--- src/rtl/mtl_bus_pkg.sv ---
// Shared types and default region table for the MTL-1 6809 bus bridge.
package mtl_bus_pkg;

    localparam int MTL_ADDR_W      = 16;
    localparam int MTL_DATA_W      = 8;
    localparam int MTL_NUM_REGIONS = 4;

    // Region 0 sits in the LSBs: 0 = F000/F000 (flash, 2 waits, lockable),
    // 1 = A000/E000, 2 = 1000/F000, 3 = 0000/F000.
    localparam logic [MTL_NUM_REGIONS*MTL_ADDR_W-1:0] MTL_REGION_BASE =
        {16'h0000, 16'h1000, 16'hA000, 16'hF000};
    localparam logic [MTL_NUM_REGIONS*MTL_ADDR_W-1:0] MTL_REGION_MASK =
        {16'hF000, 16'hF000, 16'hE000, 16'hF000};
    localparam logic [MTL_NUM_REGIONS*4-1:0] MTL_REGION_WAIT =
        {4'd0, 4'd0, 4'd0, 4'd2};
    localparam logic [MTL_NUM_REGIONS-1:0] MTL_LOCK_MASK = 4'b0001;

    typedef enum logic [1:0] {
        IDLE,
        DECODE,
        WAIT,
        HOLD
    } bus_state_e;

endpackage

--- src/rtl/mtl_bus_bridge_if.sv ---
// 6809-side pins plus region back-end signals of the bus bridge.
interface mtl_bus_bridge_if
    import mtl_bus_pkg::*;
#(
    parameter int NUM_REGIONS = MTL_NUM_REGIONS,
    parameter int ADDR_W      = MTL_ADDR_W,
    parameter int DATA_W      = MTL_DATA_W
);
    logic [ADDR_W-1:0]             i_ADDRESS_BUS;
    logic                          i_RW;
    logic                          i_E;
    logic                          i_Q;
    logic                          i_FT_CS;
    logic [DATA_W-1:0]             i_DATA_IN;
    logic [DATA_W-1:0]             o_DATA_OUT;
    logic                          o_DATA_OE;
    logic                          o_DBEN;
    logic                          o_MRDY;
    logic [NUM_REGIONS-1:0]        o_region_ce;
    logic [ADDR_W-1:0]             o_addr;
    logic [DATA_W-1:0]             o_wdata;
    logic                          o_wstrobe;
    logic [NUM_REGIONS*DATA_W-1:0] i_region_rdata;
    logic [NUM_REGIONS-1:0]        i_region_ready;
    logic                          o_timeout;

    modport master (
        output i_ADDRESS_BUS, i_RW, i_E, i_Q, i_FT_CS, i_DATA_IN,
               i_region_rdata, i_region_ready,
        input  o_DATA_OUT, o_DATA_OE, o_DBEN, o_MRDY, o_region_ce,
               o_addr, o_wdata, o_wstrobe, o_timeout
    );

    modport slave (
        input  i_ADDRESS_BUS, i_RW, i_E, i_Q, i_FT_CS, i_DATA_IN,
               i_region_rdata, i_region_ready,
        output o_DATA_OUT, o_DATA_OE, o_DBEN, o_MRDY, o_region_ce,
               o_addr, o_wdata, o_wstrobe, o_timeout
    );
endinterface

--- src/rtl/mtl_sync_edge.sv ---
// Two-flop synchroniser for an asynchronous level, plus an edge register
// giving single-cycle rise/fall pulses.
module mtl_sync_edge (
    input  logic clk,
    input  logic rst,
    input  logic i_async,
    output logic o_level,
    output logic o_rise,
    output logic o_fall
);
    logic [2:0] sh_q, sh_d;

    always_comb begin
        sh_d = {sh_q[1:0], i_async};
    end

    always_ff @(posedge clk or posedge rst) begin
        if (rst) sh_q <= '0;
        else     sh_q <= sh_d;
    end

    assign o_level = sh_q[1];
    assign o_rise  = sh_q[1] & ~sh_q[2];
    assign o_fall  = ~sh_q[1] & sh_q[2];
endmodule

--- src/rtl/mtl_bus_bridge.sv ---
// 6809 bus bridge: region decode, MRDY clock stretching, read mux, write strobe.
// Optional bounded stretch with sticky timeout flag when MTL_BUS_TIMEOUT_EN is defined.
module mtl_bus_bridge
    import mtl_bus_pkg::*;
#(
    parameter int                               NUM_REGIONS = MTL_NUM_REGIONS,
    parameter int                               ADDR_W      = MTL_ADDR_W,
    parameter int                               DATA_W      = MTL_DATA_W,
    parameter logic [NUM_REGIONS*ADDR_W-1:0]    REGION_BASE = MTL_REGION_BASE,
    parameter logic [NUM_REGIONS*ADDR_W-1:0]    REGION_MASK = MTL_REGION_MASK,
    parameter logic [NUM_REGIONS*4-1:0]         REGION_WAIT = MTL_REGION_WAIT,
    parameter logic [NUM_REGIONS-1:0]           LOCK_MASK   = MTL_LOCK_MASK,
    parameter int                               TIMEOUT_CYC = 255,
    parameter logic [DATA_W-1:0]                FLOAT_VAL   = 8'hFF
) (
    input  logic           clk,
    input  logic           reset,
    mtl_bus_bridge_if.slave bus
);
    localparam int IDX_W = (NUM_REGIONS > 1) ? $clog2(NUM_REGIONS) : 1;

    bus_state_e             state_q, state_d;
    logic [ADDR_W-1:0]      addr_q, addr_d;
    logic                   rw_q, rw_d;
    logic [IDX_W-1:0]       sel_q, sel_d;
    logic [NUM_REGIONS-1:0] ce_q, ce_d;
    logic                   dben_q, dben_d;
    logic                   mrdy_q, mrdy_d;
    logic                   wstrobe_q, wstrobe_d;
    logic                   abort_q, abort_d;
    logic                   timeout_q, timeout_d;
    logic [DATA_W-1:0]      dout_q, dout_d;
    logic [DATA_W-1:0]      wdata_q, wdata_d;
    logic [3:0]             wcnt_q, wcnt_d;

    logic e_level, e_fall, q_rise;
    logic e_rise_unused, q_level_unused, q_fall_unused;
    logic [NUM_REGIONS-1:0] hit;
    logic [IDX_W-1:0]       hit_idx;
    logic                   force_exit;
    logic [DATA_W-1:0]      rdata_arr [NUM_REGIONS];
    logic [3:0]             wait_arr  [NUM_REGIONS];

    mtl_sync_edge u_sync_e (
        .clk(clk), .rst(reset), .i_async(bus.i_E),
        .o_level(e_level), .o_rise(e_rise_unused), .o_fall(e_fall)
    );

    mtl_sync_edge u_sync_q (
        .clk(clk), .rst(reset), .i_async(bus.i_Q),
        .o_level(q_level_unused), .o_rise(q_rise), .o_fall(q_fall_unused)
    );

    // Locked regions drop out of the decode while flash programming holds FT_CS low.
    for (genvar gi = 0; gi < NUM_REGIONS; gi++) begin : g_region
        assign hit[gi] = ((addr_q & REGION_MASK[gi*ADDR_W +: ADDR_W]) ==
                          REGION_BASE[gi*ADDR_W +: ADDR_W]) &&
                         !(LOCK_MASK[gi] && !bus.i_FT_CS);
        assign rdata_arr[gi] = bus.i_region_rdata[gi*DATA_W +: DATA_W];
        assign wait_arr[gi]  = REGION_WAIT[gi*4 +: 4];
    end

    always_comb begin
        hit_idx = '0;
        for (int k = NUM_REGIONS - 1; k >= 0; k--) begin
            if (hit[k]) hit_idx = IDX_W'(k);
        end
    end

`ifdef MTL_BUS_TIMEOUT_EN
    logic [8:0] tcnt_q, tcnt_d;

    always_comb begin
        tcnt_d = tcnt_q;
        if (state_q == DECODE)                      tcnt_d = '0;
        else if (state_q == WAIT && tcnt_q != '1)   tcnt_d = tcnt_q + 9'd1;
    end

    always_ff @(posedge clk or posedge reset) begin
        if (reset) tcnt_q <= '0;
        else       tcnt_q <= tcnt_d;
    end

    // tcnt_q counts completed WAIT cycles, so this fires on cycle TIMEOUT_CYC+1.
    assign force_exit = (state_q == WAIT) && (tcnt_q >= 9'(TIMEOUT_CYC));
`else
    assign force_exit = 1'b0;
`endif

    always_comb begin
        state_d   = state_q;
        addr_d    = addr_q;
        rw_d      = rw_q;
        sel_d     = sel_q;
        ce_d      = ce_q;
        dben_d    = dben_q;
        mrdy_d    = mrdy_q;
        dout_d    = dout_q;
        wdata_d   = wdata_q;
        wstrobe_d = 1'b0;
        wcnt_d    = wcnt_q;
        abort_d   = abort_q;
        timeout_d = timeout_q;
        case (state_q)
            IDLE: begin
                if (q_rise) begin
                    addr_d  = bus.i_ADDRESS_BUS;
                    rw_d    = bus.i_RW;
                    state_d = DECODE;
                end
            end
            DECODE: begin
                if (|hit) begin
                    sel_d          = hit_idx;
                    wcnt_d         = wait_arr[hit_idx];
                    ce_d           = '0;
                    ce_d[hit_idx]  = 1'b1;
                    dben_d         = 1'b0;
                    mrdy_d         = 1'b0;
                    abort_d        = 1'b0;
                    state_d        = WAIT;
                end else begin
                    state_d = IDLE;
                end
            end
            WAIT: begin
                if (wcnt_q != 4'd0) wcnt_d = wcnt_q - 4'd1;
                if (wcnt_q == 4'd0 && bus.i_region_ready[sel_q]) begin
                    if (rw_q) dout_d = rdata_arr[sel_q];
                    mrdy_d  = 1'b1;
                    state_d = HOLD;
                end else if (force_exit) begin
                    dout_d    = FLOAT_VAL;
                    timeout_d = 1'b1;
                    abort_d   = 1'b1;
                    mrdy_d    = 1'b1;
                    state_d   = HOLD;
                end
            end
            HOLD: begin
                if (e_fall) begin
                    if (!rw_q && !abort_q) begin
                        wdata_d   = bus.i_DATA_IN;
                        wstrobe_d = 1'b1;
                    end
                    ce_d    = '0;
                    dben_d  = 1'b1;
                    state_d = IDLE;
                end
            end
            default: state_d = IDLE;
        endcase
    end

    always_ff @(posedge clk or posedge reset) begin
        if (reset) begin
            state_q   <= IDLE;
            addr_q    <= '0;
            rw_q      <= 1'b0;
            sel_q     <= '0;
            ce_q      <= '0;
            dben_q    <= 1'b1;
            mrdy_q    <= 1'b1;
            dout_q    <= '0;
            wdata_q   <= '0;
            wstrobe_q <= 1'b0;
            wcnt_q    <= '0;
            abort_q   <= 1'b0;
            timeout_q <= 1'b0;
        end else begin
            state_q   <= state_d;
            addr_q    <= addr_d;
            rw_q      <= rw_d;
            sel_q     <= sel_d;
            ce_q      <= ce_d;
            dben_q    <= dben_d;
            mrdy_q    <= mrdy_d;
            dout_q    <= dout_d;
            wdata_q   <= wdata_d;
            wstrobe_q <= wstrobe_d;
            wcnt_q    <= wcnt_d;
            abort_q   <= abort_d;
            timeout_q <= timeout_d;
        end
    end

    assign bus.o_DATA_OUT  = dout_q;
    assign bus.o_DATA_OE   = (state_q == HOLD) && rw_q && e_level;
    assign bus.o_DBEN      = dben_q;
    assign bus.o_MRDY      = mrdy_q;
    assign bus.o_region_ce = ce_q;
    assign bus.o_addr      = addr_q;
    assign bus.o_wdata     = wdata_q;
    assign bus.o_wstrobe   = wstrobe_q;
    assign bus.o_timeout   = timeout_q;
endmodule

--- src/flat_wrapper.sv ---
// flat-port wrapper written by rule: the top's interface ports become plain ports
module mtl_bus_bridge_flat import mtl_bus_pkg::*;
#(
    parameter int                               NUM_REGIONS = MTL_NUM_REGIONS,
    parameter int                               ADDR_W      = MTL_ADDR_W,
    parameter int                               DATA_W      = MTL_DATA_W,
    parameter logic [NUM_REGIONS*ADDR_W-1:0]    REGION_BASE = MTL_REGION_BASE,
    parameter logic [NUM_REGIONS*ADDR_W-1:0]    REGION_MASK = MTL_REGION_MASK,
    parameter logic [NUM_REGIONS*4-1:0]         REGION_WAIT = MTL_REGION_WAIT,
    parameter logic [NUM_REGIONS-1:0]           LOCK_MASK   = MTL_LOCK_MASK,
    parameter int                               TIMEOUT_CYC = 255,
    parameter logic [DATA_W-1:0]                FLOAT_VAL   = 8'hFF
)
  (clk, reset, bus_i_ADDRESS_BUS, bus_i_RW, bus_i_E, bus_i_Q, bus_i_FT_CS, bus_i_DATA_IN, bus_i_region_rdata, bus_i_region_ready, bus_o_DATA_OUT, bus_o_DATA_OE, bus_o_DBEN, bus_o_MRDY, bus_o_region_ce, bus_o_addr, bus_o_wdata, bus_o_wstrobe, bus_o_timeout);
  mtl_bus_bridge_if #(.NUM_REGIONS(NUM_REGIONS), .ADDR_W(ADDR_W), .DATA_W(DATA_W)) bus_i ();
  input  logic clk;
  input  logic reset;
  input wire logic [$bits(bus_i.i_ADDRESS_BUS)-1:0] bus_i_ADDRESS_BUS;
  input wire logic [$bits(bus_i.i_RW)-1:0] bus_i_RW;
  input wire logic [$bits(bus_i.i_E)-1:0] bus_i_E;
  input wire logic [$bits(bus_i.i_Q)-1:0] bus_i_Q;
  input wire logic [$bits(bus_i.i_FT_CS)-1:0] bus_i_FT_CS;
  input wire logic [$bits(bus_i.i_DATA_IN)-1:0] bus_i_DATA_IN;
  input wire logic [$bits(bus_i.i_region_rdata)-1:0] bus_i_region_rdata;
  input wire logic [$bits(bus_i.i_region_ready)-1:0] bus_i_region_ready;
  output wire logic [$bits(bus_i.o_DATA_OUT)-1:0] bus_o_DATA_OUT;
  output wire logic [$bits(bus_i.o_DATA_OE)-1:0] bus_o_DATA_OE;
  output wire logic [$bits(bus_i.o_DBEN)-1:0] bus_o_DBEN;
  output wire logic [$bits(bus_i.o_MRDY)-1:0] bus_o_MRDY;
  output wire logic [$bits(bus_i.o_region_ce)-1:0] bus_o_region_ce;
  output wire logic [$bits(bus_i.o_addr)-1:0] bus_o_addr;
  output wire logic [$bits(bus_i.o_wdata)-1:0] bus_o_wdata;
  output wire logic [$bits(bus_i.o_wstrobe)-1:0] bus_o_wstrobe;
  output wire logic [$bits(bus_i.o_timeout)-1:0] bus_o_timeout;
  assign bus_i.i_ADDRESS_BUS = bus_i_ADDRESS_BUS;
  assign bus_i.i_RW = bus_i_RW;
  assign bus_i.i_E = bus_i_E;
  assign bus_i.i_Q = bus_i_Q;
  assign bus_i.i_FT_CS = bus_i_FT_CS;
  assign bus_i.i_DATA_IN = bus_i_DATA_IN;
  assign bus_i.i_region_rdata = bus_i_region_rdata;
  assign bus_i.i_region_ready = bus_i_region_ready;
  assign bus_o_DATA_OUT = bus_i.o_DATA_OUT;
  assign bus_o_DATA_OE = bus_i.o_DATA_OE;
  assign bus_o_DBEN = bus_i.o_DBEN;
  assign bus_o_MRDY = bus_i.o_MRDY;
  assign bus_o_region_ce = bus_i.o_region_ce;
  assign bus_o_addr = bus_i.o_addr;
  assign bus_o_wdata = bus_i.o_wdata;
  assign bus_o_wstrobe = bus_i.o_wstrobe;
  assign bus_o_timeout = bus_i.o_timeout;
  mtl_bus_bridge #(.NUM_REGIONS(NUM_REGIONS), .ADDR_W(ADDR_W), .DATA_W(DATA_W), .REGION_BASE(REGION_BASE), .REGION_MASK(REGION_MASK), .REGION_WAIT(REGION_WAIT), .LOCK_MASK(LOCK_MASK), .TIMEOUT_CYC(TIMEOUT_CYC), .FLOAT_VAL(FLOAT_VAL)) u_core (.clk(clk), .reset(reset), .bus(bus_i));
endmodule
--- config.mk ---
export PLATFORM = sky130hd
export DESIGN_NAME = mtl_bus_bridge_flat
export DESIGN_NICKNAME = d
export VERILOG_FILES = /design/src/rtl/mtl_bus_pkg.sv /design/src/rtl/mtl_bus_bridge_if.sv /design/src/rtl/mtl_sync_edge.sv /design/src/rtl/mtl_bus_bridge.sv /design/src/flat_wrapper.sv
export SDC_FILE = /design/constraint.sdc
export NUM_CORES = 1
export LEC_CHECK = 0
export ABC_AREA = 1
export CORE_MARGIN = 1
export CORE_UTILIZATION = 46
export DETAILED_ROUTE_END_ITERATION = 6
export PLACE_DENSITY = 0.85
export SLEW_MARGIN = 20
export SYNTH_ARGS = -nofsm -noshare
export SYNTH_HDL_FRONTEND = slang
export SYNTH_HIERARCHICAL = 1
export SYNTH_SLANG_ARGS = --single-unit
export TNS_END_PERCENT = 10
--- constraint.sdc ---
create_clock -name clk -period 2.8 [get_ports clk]
set_input_delay 0.84 -clock clk [delete_from_list [all_inputs] [get_ports clk]]
set_output_delay 0.84 -clock clk [all_outputs]
set_load 0.005 [all_outputs]
==> reports/results.ini, run 1 <==
[outcome]
status=finished, final reports clean

[detailed_routing]
via_per_inst=4.96
drc_errors=0
firstDrtPassIters=4
drt_iter0_drc=58
final_antenna_net_count=0
wl_per_cell_um=13.6
totalWireLength_um=6220
num_vias=2267

[synth]
syn_nets=348
synthCells=280
avgSynthCellArea_um2=8.90
syn_area_um2=2490
yosys_warnings=6

[timing]
fin_setup_tns_ns=0
final.setup.worst_slack_ns=0.271
hold_viol_final=0
clock_skew_ns=0.00487
tightest_slew_ns=0.750
setup_viol=0
slew_violations=0
slew_headroom_pct=49.9
rsz0062_at_grt=no
finalCriticalPeriod_ns=2.53
clock.fmax_mhz=395
fin_crit_sh_pct=90.3

[setup_path]
crit_fanout=9
critPathArrivalTime_ns=1.69
cp-start-kind=register
endpoint_kind=output port
worst-r2r-setup-slack_ns=0.97
r2r-start=u_core/state_q[0]
r2r-end=u_core/bus.o_addr[2]
crit_type=register to output port
r2r_cells=5
crit_required_ns=1.96

[finish]
drive_gt1_share_pct=9.30
nets=454
fin_cells=457
fin_area_um2=3690
area_delta_synth_final_pct=48.1
diodes=0

[grt]
antenna_found_initial=0
grt_usage_pct=22.0
globalRoute.totalOverflow=0
grt_max_degree=49
grt_pass1_wl_um=9160
grt_pass1_vias=2138

[clocking]
clock-sinks=54
cts_hold_buf=0
clk_latency_ns=0.31
clk_path_buf_depth=2
root_buffer=clkbuf_8
cts-htree-levels=2
clkTransAtPathRegs_ns=0.09
cts_inserted_buffers=5
cts_resized=0
cts_tree=yes
post_cts_buffers=0

[hold_path]
min_to=u_core/u_sync_e/sh_q[1]
min_path_cells=0
min_from=u_core/u_sync_e/sh_q[0]
hp-class=register to register

[place]
dpl.cell_count=449
routabilityCongestion=0.850
placedInstanceArea_um2=3590
io_buffers=105
place_ws_ns=0.583
post-dp-hpwl_um=4680

[floorplanning]
die_h_um=75.6
rows=26
start_util_pct=48.2
top_level_ports=107
die_area_um2=5710
die_w_um=75.6
fp.coreArea_um2=5170

[power]
cellPowerDensity_nw_per_um2=906
power_leakage_nw=1.70
ir_drop_mv=0.694

[flow_run]
drv_cap=0

## metal layers
layer	track usage (%)	vias to the layer above	share of wire, %
li1	-	1112	-
met2	39.6	96	49
met1	24.1	1054	40
met5	0	-	0
met3	6.22	5	10
met4	9.88	0	1.0
## through the flow
| step | total power, mW | util (%) | hold WS, ns |
|---|---|---|---|
| 2_1_floorplan | 2.11 | - | 0.331 |
| 3_3_place_gp | 2.84 | 69.5 | 0.334 |
| 3_5_place_dp | 2.91 | 69.5 | 0.336 |
| 4_1_cts | 3.37 | 71.3 | 0.355 |
| 5_1_grt | 3.59 | 71.3 | 0.359 |
| 6_report | 3.34 | 71.3 | 0.356 |
## cells in the final DEF (no fill, tap or decap), types with 4 or more instances in the layout
master           instances
mux2_2                  13
nand3_1                 17
nand4_1                  4
o21ai_0                 21
inv_1                   19
a21oi_1                  8
o22ai_1                  8
nor2_1                  34
inv_2                    5
nand2_1                 76
clkbuf_8                 6
dfrtp_1                 52
clkdlybuf4s50_1        105
## worst max path at each step
stage                           start  cells past startpoint                          to  slack, ns
CTS                 u_core/state_q[0]                      3               bus_o_DATA_OE       0.26
finish              u_core/state_q[0]                      3               bus_o_DATA_OE       0.27
global placement          bus_i_FT_CS                      8   u_core/bus.o_region_ce[3]       0.63
detailed placement        bus_i_FT_CS                      8   u_core/bus.o_region_ce[3]       0.58
global route        u_core/state_q[0]                      3               bus_o_DATA_OE       0.14
floorplan                       reset                      1  asynchronous set/reset pin       0.82
## where the power goes
| part | internal [mW] | switching (mW) | total, mW | leakage (nW) |
|---|---|---|---|---|
| combinational | 0.826 | 0.723 | 1.55 | 1.01 |
| clock | 0.199 | 0.254 | 0.453 | 0.0472 |
| sequential | 1.10 | 0.243 | 1.34 | 0.642 |
| total | 2.12 | 1.22 | 3.34 | 1.70 |
## critical path: stages (launching register included)
cell and delay (ns):
dfrtp_1 0.53, nand2_1 0.20, nor2_1 0.13, clkdlybuf4s50_1 0.51
## final cells by class
class                   count  area, µm²
repair buffers            107       1070
fillers                   387       1480
well taps                  70       87.6
inverters                  24       90.1
multi-input cells         194        997
clock inverters             2       12.5
clock buffers               6       82.6
flip-flops and latches     54       1350
## flip-flops by register name, indices dropped and copies added, names as in the netlist, 2 cells and up, named ones only
signal	flops
u_core/bus.o_addr	16
u_core/bus.o_DATA_OUT	8
u_core/u_sync_q/sh_q	3
u_core/wcnt_q	4
u_core/sel_q	2
u_core/bus.o_region_ce	4
u_core/bus.o_wdata	8
u_core/u_sync_e/sh_q	3
Note: power is estimated with default switching activity, not from simulation.
==> inputs of run 2 (changes only) <==
--- a/config.mk
+++ b/config.mk
@@ -8,6 +8,7 @@
 export ABC_AREA = 1
 export CORE_MARGIN = 1
 export CORE_UTILIZATION = 46
+export CTS_BUF_LIST = sky130_fd_sc_hd__clkbuf_8
 export DETAILED_ROUTE_END_ITERATION = 6
 export PLACE_DENSITY = 0.85
 export SLEW_MARGIN = 20
==> results of run 2 <==
The final DEF is identical to that of run 1; final timing and power are the same.
